$ cat config.mk
export PLATFORM = sky130hd
export DESIGN_NAME = probe_bank
export DESIGN_NICKNAME = d
export VERILOG_FILES = /design/src/rtl/probe_pkg.sv /design/src/rtl/probe_channel.sv /design/src/rtl/probe_bank.sv
export SDC_FILE = /design/constraint.sdc
export NUM_CORES = 1
export LEC_CHECK = 0
export ABC_AREA = 0
export CAP_MARGIN = 10
export CORE_MARGIN = 4
export CORE_UTILIZATION = 60
export DETAILED_ROUTE_END_ITERATION = 8
export GPL_TIMING_DRIVEN = 0
export PLACE_DENSITY = 0.89
export SKIP_LAST_GASP = 1
export SYNTH_ARGS = -nofsm -noshare
export SYNTH_HDL_FRONTEND = slang
export SYNTH_SLANG_ARGS = --single-unit
$ cat constraint.sdc
create_clock -name clk -period 3.8 [get_ports clk]
set_clock_uncertainty 0.1 [all_clocks]
set_input_delay 0.57 -clock clk [delete_from_list [all_inputs] [get_ports clk]]
set_output_delay 0.57 -clock clk [all_outputs]
set_load 0.02 [all_outputs]
$ cat src/rtl/probe_pkg.sv
// probe_pkg: shared types and constants for the probe_bank debug-pin driver.
//   probe_mode_e        - per-channel conditioning mode
//   probe_cfg_t         - 32-bit channel config word layout
//   PROBE_CFG_RESET     - reset config (enabled passthrough)
//   probe_cfg_from_word - converts a written word to a stored config,
//                         zeroing reserved bits and unused len/duty bits
package probe_pkg;

  typedef enum logic [1:0] {
    MODE_DIRECT  = 2'd0,
    MODE_STRETCH = 2'd1,
    MODE_TOGGLE  = 2'd2,
    MODE_PWM     = 2'd3
  } probe_mode_e;

  typedef struct packed {
    logic [15:0] len;
    logic [7:0]  duty;
    logic [3:0]  rsvd;
    logic        enable;
    logic        invert;
    probe_mode_e mode;
  } probe_cfg_t;

  localparam int CFG_DUTY_LSB = 8;
  localparam int CFG_LEN_LSB  = 16;

  localparam probe_cfg_t PROBE_CFG_RESET = '{
    len:    16'd0,
    duty:   8'd0,
    rsvd:   4'd0,
    enable: 1'b1,
    invert: 1'b0,
    mode:   MODE_DIRECT
  };

  function automatic probe_cfg_t probe_cfg_from_word(input logic [31:0] w,
                                                     input int stretch_w,
                                                     input int pwm_w);
    probe_cfg_t c;
    logic [15:0] len_mask;
    logic [7:0]  duty_mask;
    len_mask  = 16'((32'd1 << stretch_w) - 32'd1);
    duty_mask = 8'((32'd1 << pwm_w) - 32'd1);
    c         = probe_cfg_t'(w);
    c.rsvd    = '0;
    c.duty    = w[CFG_DUTY_LSB +: 8] & duty_mask;
    c.len     = w[CFG_LEN_LSB +: 16] & len_mask;
    return c;
  endfunction

endpackage

$ cat src/rtl/probe_channel.sv
// probe_channel: conditions one debug signal into one registered pin drive.
// Ports:
//   clk, rst_n  - clock, async active-low reset
//   i_we        - write strobe already decoded for this channel
//   i_wdata     - config word being written
//   i_sig       - debug signal, synchronous to clk
//   i_pwm_cnt   - shared free-running PWM counter
//   o_cfg       - stored config word (for readback)
//   o_out       - registered pin drive
module probe_channel
  import probe_pkg::*;
#(
  parameter int STRETCH_W = 16,
  parameter int PWM_W     = 8
) (
  input  logic             clk,
  input  logic             rst_n,
  input  logic             i_we,
  input  logic [31:0]      i_wdata,
  input  logic             i_sig,
  input  logic [PWM_W-1:0] i_pwm_cnt,
  output logic [31:0]      o_cfg,
  output logic             o_out
);

  probe_cfg_t           r_cfg;
  logic [STRETCH_W-1:0] r_cnt;
  logic                 r_tog;
  logic                 r_prev;
  logic                 r_out;

  logic [STRETCH_W-1:0] w_len;
  logic [STRETCH_W-1:0] w_cnt_next;
  logic [PWM_W-1:0]     w_duty;
  logic                 w_cnt_nz;
  logic                 w_rise;
  logic                 w_tog_next;
  logic                 w_mode_out;
  logic                 w_out_next;

  assign w_len  = r_cfg.len[STRETCH_W-1:0];
  assign w_duty = r_cfg.duty[PWM_W-1:0];

  always_comb begin
    w_cnt_nz   = (r_cnt != '0);
    w_cnt_next = r_cnt;
    if (i_sig) begin
      w_cnt_next = w_len;
    end else if (w_cnt_nz) begin
      w_cnt_next = r_cnt - 1'b1;
    end
    w_rise     = i_sig & ~r_prev;
    w_tog_next = r_tog ^ w_rise;
    w_mode_out = i_sig;
    case (r_cfg.mode)
      MODE_DIRECT:  w_mode_out = i_sig;
      MODE_STRETCH: w_mode_out = i_sig | w_cnt_nz;
      MODE_TOGGLE:  w_mode_out = w_tog_next;
      MODE_PWM:     w_mode_out = (i_pwm_cnt < w_duty);
    endcase
    // enable gates after invert so a disabled pin is always driven low
    w_out_next = r_cfg.enable & (w_mode_out ^ r_cfg.invert);
  end

  always_ff @(posedge clk or negedge rst_n) begin
    if (!rst_n) begin
      r_cfg  <= PROBE_CFG_RESET;
      r_cnt  <= '0;
      r_tog  <= 1'b0;
      r_prev <= 1'b0;
      r_out  <= 1'b0;
    end else begin
      // edge history always tracks the input so a reconfig never fakes an edge
      r_prev <= i_sig;
      r_out  <= w_out_next;
      if (i_we) begin
        r_cfg <= probe_cfg_from_word(i_wdata, STRETCH_W, PWM_W);
        r_cnt <= '0;
        r_tog <= 1'b0;
      end else begin
        r_cnt <= w_cnt_next;
        r_tog <= w_tog_next;
      end
    end
  end

  assign o_cfg = r_cfg;
  assign o_out = r_out;

endmodule

$ cat src/rtl/probe_bank.sv
// probe_bank: multi-channel debug output driver for board probe/LED pins.
// Each channel is DIRECT, STRETCH, TOGGLE or PWM with invert and enable,
// configured through a small register port.
// Ports:
//   clk, rst_n  - clock, async active-low reset
//   sig_in      - debug signals, one per channel
//   cfg_we/re   - write / read strobes
//   cfg_addr    - channel index; values >= NUM_CH are ignored / read 0
//   cfg_wdata   - config word to write
//   cfg_rdata   - registered read data, cfg_rvalid marks it
//   out         - registered pin drives
module probe_bank
  import probe_pkg::*;
#(
  parameter int NUM_CH    = 8,
  parameter int STRETCH_W = 16,
  parameter int PWM_W     = 8
) (
  input  logic                    clk,
  input  logic                    rst_n,
  input  logic [NUM_CH-1:0]       sig_in,
  input  logic                    cfg_we,
  input  logic                    cfg_re,
  input  logic [$clog2(NUM_CH):0] cfg_addr,
  input  logic [31:0]             cfg_wdata,
  output logic [31:0]             cfg_rdata,
  output logic                    cfg_rvalid,
  output logic [NUM_CH-1:0]       out
);

  localparam int AW = $clog2(NUM_CH) + 1;

  logic [PWM_W-1:0]  r_pwm_cnt;
  logic [31:0]       r_rdata;
  logic              r_rvalid;
  logic [NUM_CH-1:0] w_we;
  logic [31:0]       w_cfg [NUM_CH];
  logic [31:0]       w_rd_data;

  for (genvar gi = 0; gi < NUM_CH; gi++) begin : g_ch
    // out-of-range addresses match no channel, so those writes fall away
    assign w_we[gi] = cfg_we && (cfg_addr == AW'(gi));

    probe_channel #(
      .STRETCH_W (STRETCH_W),
      .PWM_W     (PWM_W)
    ) u_ch (
      .clk       (clk),
      .rst_n     (rst_n),
      .i_we      (w_we[gi]),
      .i_wdata   (cfg_wdata),
      .i_sig     (sig_in[gi]),
      .i_pwm_cnt (r_pwm_cnt),
      .o_cfg     (w_cfg[gi]),
      .o_out     (out[gi])
    );
  end

  always_comb begin
    w_rd_data = '0;
    for (int i = 0; i < NUM_CH; i++) begin
      if (cfg_addr == AW'(i)) begin
        w_rd_data = w_cfg[i];
      end
    end
  end

  always_ff @(posedge clk or negedge rst_n) begin
    if (!rst_n) begin
      r_pwm_cnt <= '0;
      r_rdata   <= '0;
      r_rvalid  <= 1'b0;
    end else begin
      r_pwm_cnt <= r_pwm_cnt + 1'b1;
      r_rvalid  <= cfg_re;
      // sampled before the channel register updates, so a same-cycle write reads old data
      if (cfg_re) begin
        r_rdata <= w_rd_data;
      end
    end
  end

  assign cfg_rdata  = r_rdata;
  assign cfg_rvalid = r_rvalid;

endmodule

==> reports/qor.yml <==
layout_common_cells: "405 x dfrtp_1, 195 x nand2_1, 162 x nor2_1, 160 x mux2_2, 130 x o21ai_0"
antenna_found_initial: 1
grt_usage_pct: 33.20
end_kind: "flip-flop"
layout_commonest_cell: "dfrtp_1"
clockBufferDepth: 3
start_util_pct: 60.55
crit_path_max_fanout: 10
power_frac_seq_pct: 44.8
first_pass_iters: 9
final-setup-viol-count: 0
async_reset_ff_share_pct: 100.0
cpMaxStageDelayCell: "nor3_1"
post-cts-setup-buffers: 0
setup_tns_ns: 0
hpwl_um: 46190
drc_errors: 0
avgSynthCellArea_sq_um: 10.35
critPathArrivalTime_ns: 3.75
drtIter0Drc: 2523
postRouteAntennaNets: 0
place_congestion: 0.9708
design.core.area_sq_um: 35480
intPower_mw: 9.795
vdd_drop_max_uv: 523.6
clock_latency_ns: 0.55
num_vias: 18170
maxSlewViolCount: 0
p_sw_share_pct: 33.82
cts_tree: "built"
p_sw_mw: 5.006
fp-row-count: 69
cts_resized: 0
wl_per_cell_um: 24.26
io_pins: 89
critPathTopFamily: "buffers and inverters"
portBuffers: 71
comb_power_share_pct: 26.3
hold_violations: 0
die-height_um: 197.2
syn_area_sq_um: 21480
status: "finished, final reports clean"
hp-class: "in -> reg"
via_per_inst: 6.750
p_per_area_nw_per_um2: 608.8
rsz0062_at_grt: "false"
clk_pin_slew_ns: 0.06
p_leak_nw: 10.43
nets: 2321
period_share_pct: 90.35
worst_setup_path_start_kind: "primary input"
ys.warnings.count: 0
fin_crit_ns: 3.433
synth_edf_count: 0
crit_type: "in -> reg"
seq_area_frac_synth_pct: 48.15
diodes: 0
hold_slack_ns: 0.2416
drive_above_1_share_pct: 14.03
grt_pass1_vias: 18180
gr-total-overflow: 0
utilization_pct: 68.52
slew_headroom_pct: 27.32
cts.sinks: 413
grt_pass1_wl_um: 102000
slowest_delay_ns: 0.80
critPathBufInv: 4
worstPathRequired_ns: 4.11
die-area_sq_um: 38900
clkPwrFrac_pct: 28.9
ys_seq_elements: 413
cp_cell_sequence: "clkdlybuf4s50_1 > clkbuf_1 > clkinv_1 > nor3_1 > clkbuf_1 > a222oi_1 > o21ai_0"
area_delta_synth_final_pct: 13.16
cts_buffers: 44
drt-total-wl_um: 65310
maxCapViolations: 0
cts_htree_levels: 2
ys.flop_type: "dfrtp_1"
crit_path_frequent_cell: "clkbuf_1"
grt_max_degree: 130
die_width_um: 197.2
fmaxAchievable_ghz: 0.2913
tightest_slew_ns: 1.090
hold_buffers: 1
synthCells: 2075
yosysUniqueCellTypes: 67
root_buffer: "clkbuf_16"
==> power groups by stage <==
stage / sequential (mW) / combinational [mW] / clock (mW)
after floorplan: 6.26 / 2.70 / 0
after global placement: 6.53 / 3.55 / 0
after detailed placement: 6.60 / 3.73 / 0
after CTS: 6.56 / 3.82 / 4.28
after global routing: 6.71 / 4.25 / 4.46
final: 6.63 / 3.89 / 4.28
==> metrics by stage <==
step | instances | setup slack [ns] | area (sq um) | power [mW]
finish | 2692 | 0.3667 | 24310 | 14.80
global route | 2692 | 0.3558 | 24310 | 15.42
CTS | 2691 | 0.2992 | 24310 | 14.66
detailed placement | 2613 | -0.2153 | 22870 | 10.33
global placement | 2610 | -15.47 | 22780 | 10.08
floorplan | 2078 | 1.150 | 21500 | 8.961
==> worst reg2reg max path: stages, from the launching register on <==
cell      delay [ns]
dfrtp_1         0.41
or4_1           0.53
clkbuf_1        0.20
nor4_1          0.52
and3_1          0.24
clkbuf_1        0.26
or2_2           0.17
clkbuf_1        0.34
nor2_1          0.14
==> area by class of cell <==
class | count | area (sq um)
buffer | 130 | 568.0
multi-input combinational | 1434 | 10200
fill | 2433 | 11170
clock buffer | 61 | 1286
inverter | 101 | 379.1
clock inverter | 16 | 140.1
sequential | 413 | 10340
tap | 461 | 576.8
timing repair buffer | 76 | 813.3
==> kinds of logic after synthesis <==
| group | after synthesis | synth area share [%] |
|---|---|---|
| adder cells (fa/ha/maj) | 73 | 4.251 |
| other | 1 | 0.01745 |
| flip-flops | 413 | 48.15 |
| buffers and inverters | 231 | 4.409 |
| multiplexers | 214 | 12.24 |
| AND/OR/NAND/NOR | 616 | 13.78 |
| XOR/XNOR | 115 | 4.688 |
| AO/OA/AOI/OAI | 412 | 12.46 |
==> synth_stat cells (all sizes together) (5+ instances only) <==
cell     instances  share of area [%]
a211o            6               0.24
a211oi          52                1.8
a21oi           85                2.0
a222oi          21               0.98
a22o            18               0.73
a22oi           33                1.2
a31oi            5               0.15
and2             5               0.15
and3             7               0.20
buf             43                1.1
clkbuf          87                1.5
clkinv           6               0.10
dfrtp          405                 47
dfstp            8               0.98
ha              73                4.3
inv             95                1.7
mux2           160                8.4
mux2i           31                1.4
mux4            23                2.4
nand2          195                3.4
nand2b          23               0.67
nand3           24               0.56
nand3b           6               0.21
nand4           25               0.73
nor2           162                2.8
nor2b           23               0.67
nor3            46                1.1
nor4            36                1.1
nor4b            5               0.20
o21ai          131                3.1
o22ai            9               0.26
o2bb2ai          5               0.20
o31ai            5               0.17
o32a             6               0.28
or2             12               0.35
or3             17               0.50
or4             17               0.63
xnor2           81                3.3
xor2            34                1.4
==> path summary, 6_finish.rpt <==
path	to	start	cells past startpoint	slack, ns
worst max register to register	g_ch[0].u_ch.r_cnt[2]	g_ch[0].u_ch.r_cnt[4]	8	0.74
min in group asynchronous	g_ch[6].u_ch.r_cnt[6]	rst_n	2	0.51
worst min-delay path	g_ch[3].u_ch.w_duty[5]	cfg_wdata[13]	3	0.24
worst max-delay path	cfg_rdata[19]	cfg_addr[2]	7	0.37
worst min register to register	cfg_rdata[14]	cfg_rdata[14]	1	0.43
max in group asynchronous	g_ch[1].u_ch.r_cnt[9]	rst_n	3	1.98
==> state kept, by name (all words and copies together), names as in the netlist <==
signal            count
cfg_rdata            28
cfg_rvalid            1
g_ch.u_ch.r_cnt     128
g_ch.u_ch.w_len     128
g_ch.u_ch.o_out       8
g_ch.u_ch.o_cfg      32
g_ch.u_ch.w_duty     64
r_pwm_cnt             8
g_ch.u_ch.r_tog       8
g_ch.u_ch.r_prev      8
==> layer usage <==
layer	up-vias	share of wire [%]	GRT usage, %
li1	7646	-	-
met4	0	6.1	16.77
met2	1332	46	52.15
met3	335	12	7.931
met1	8858	37	43.51
met5	-	0	0
Note: power is estimated with default switching activity, not from simulation.
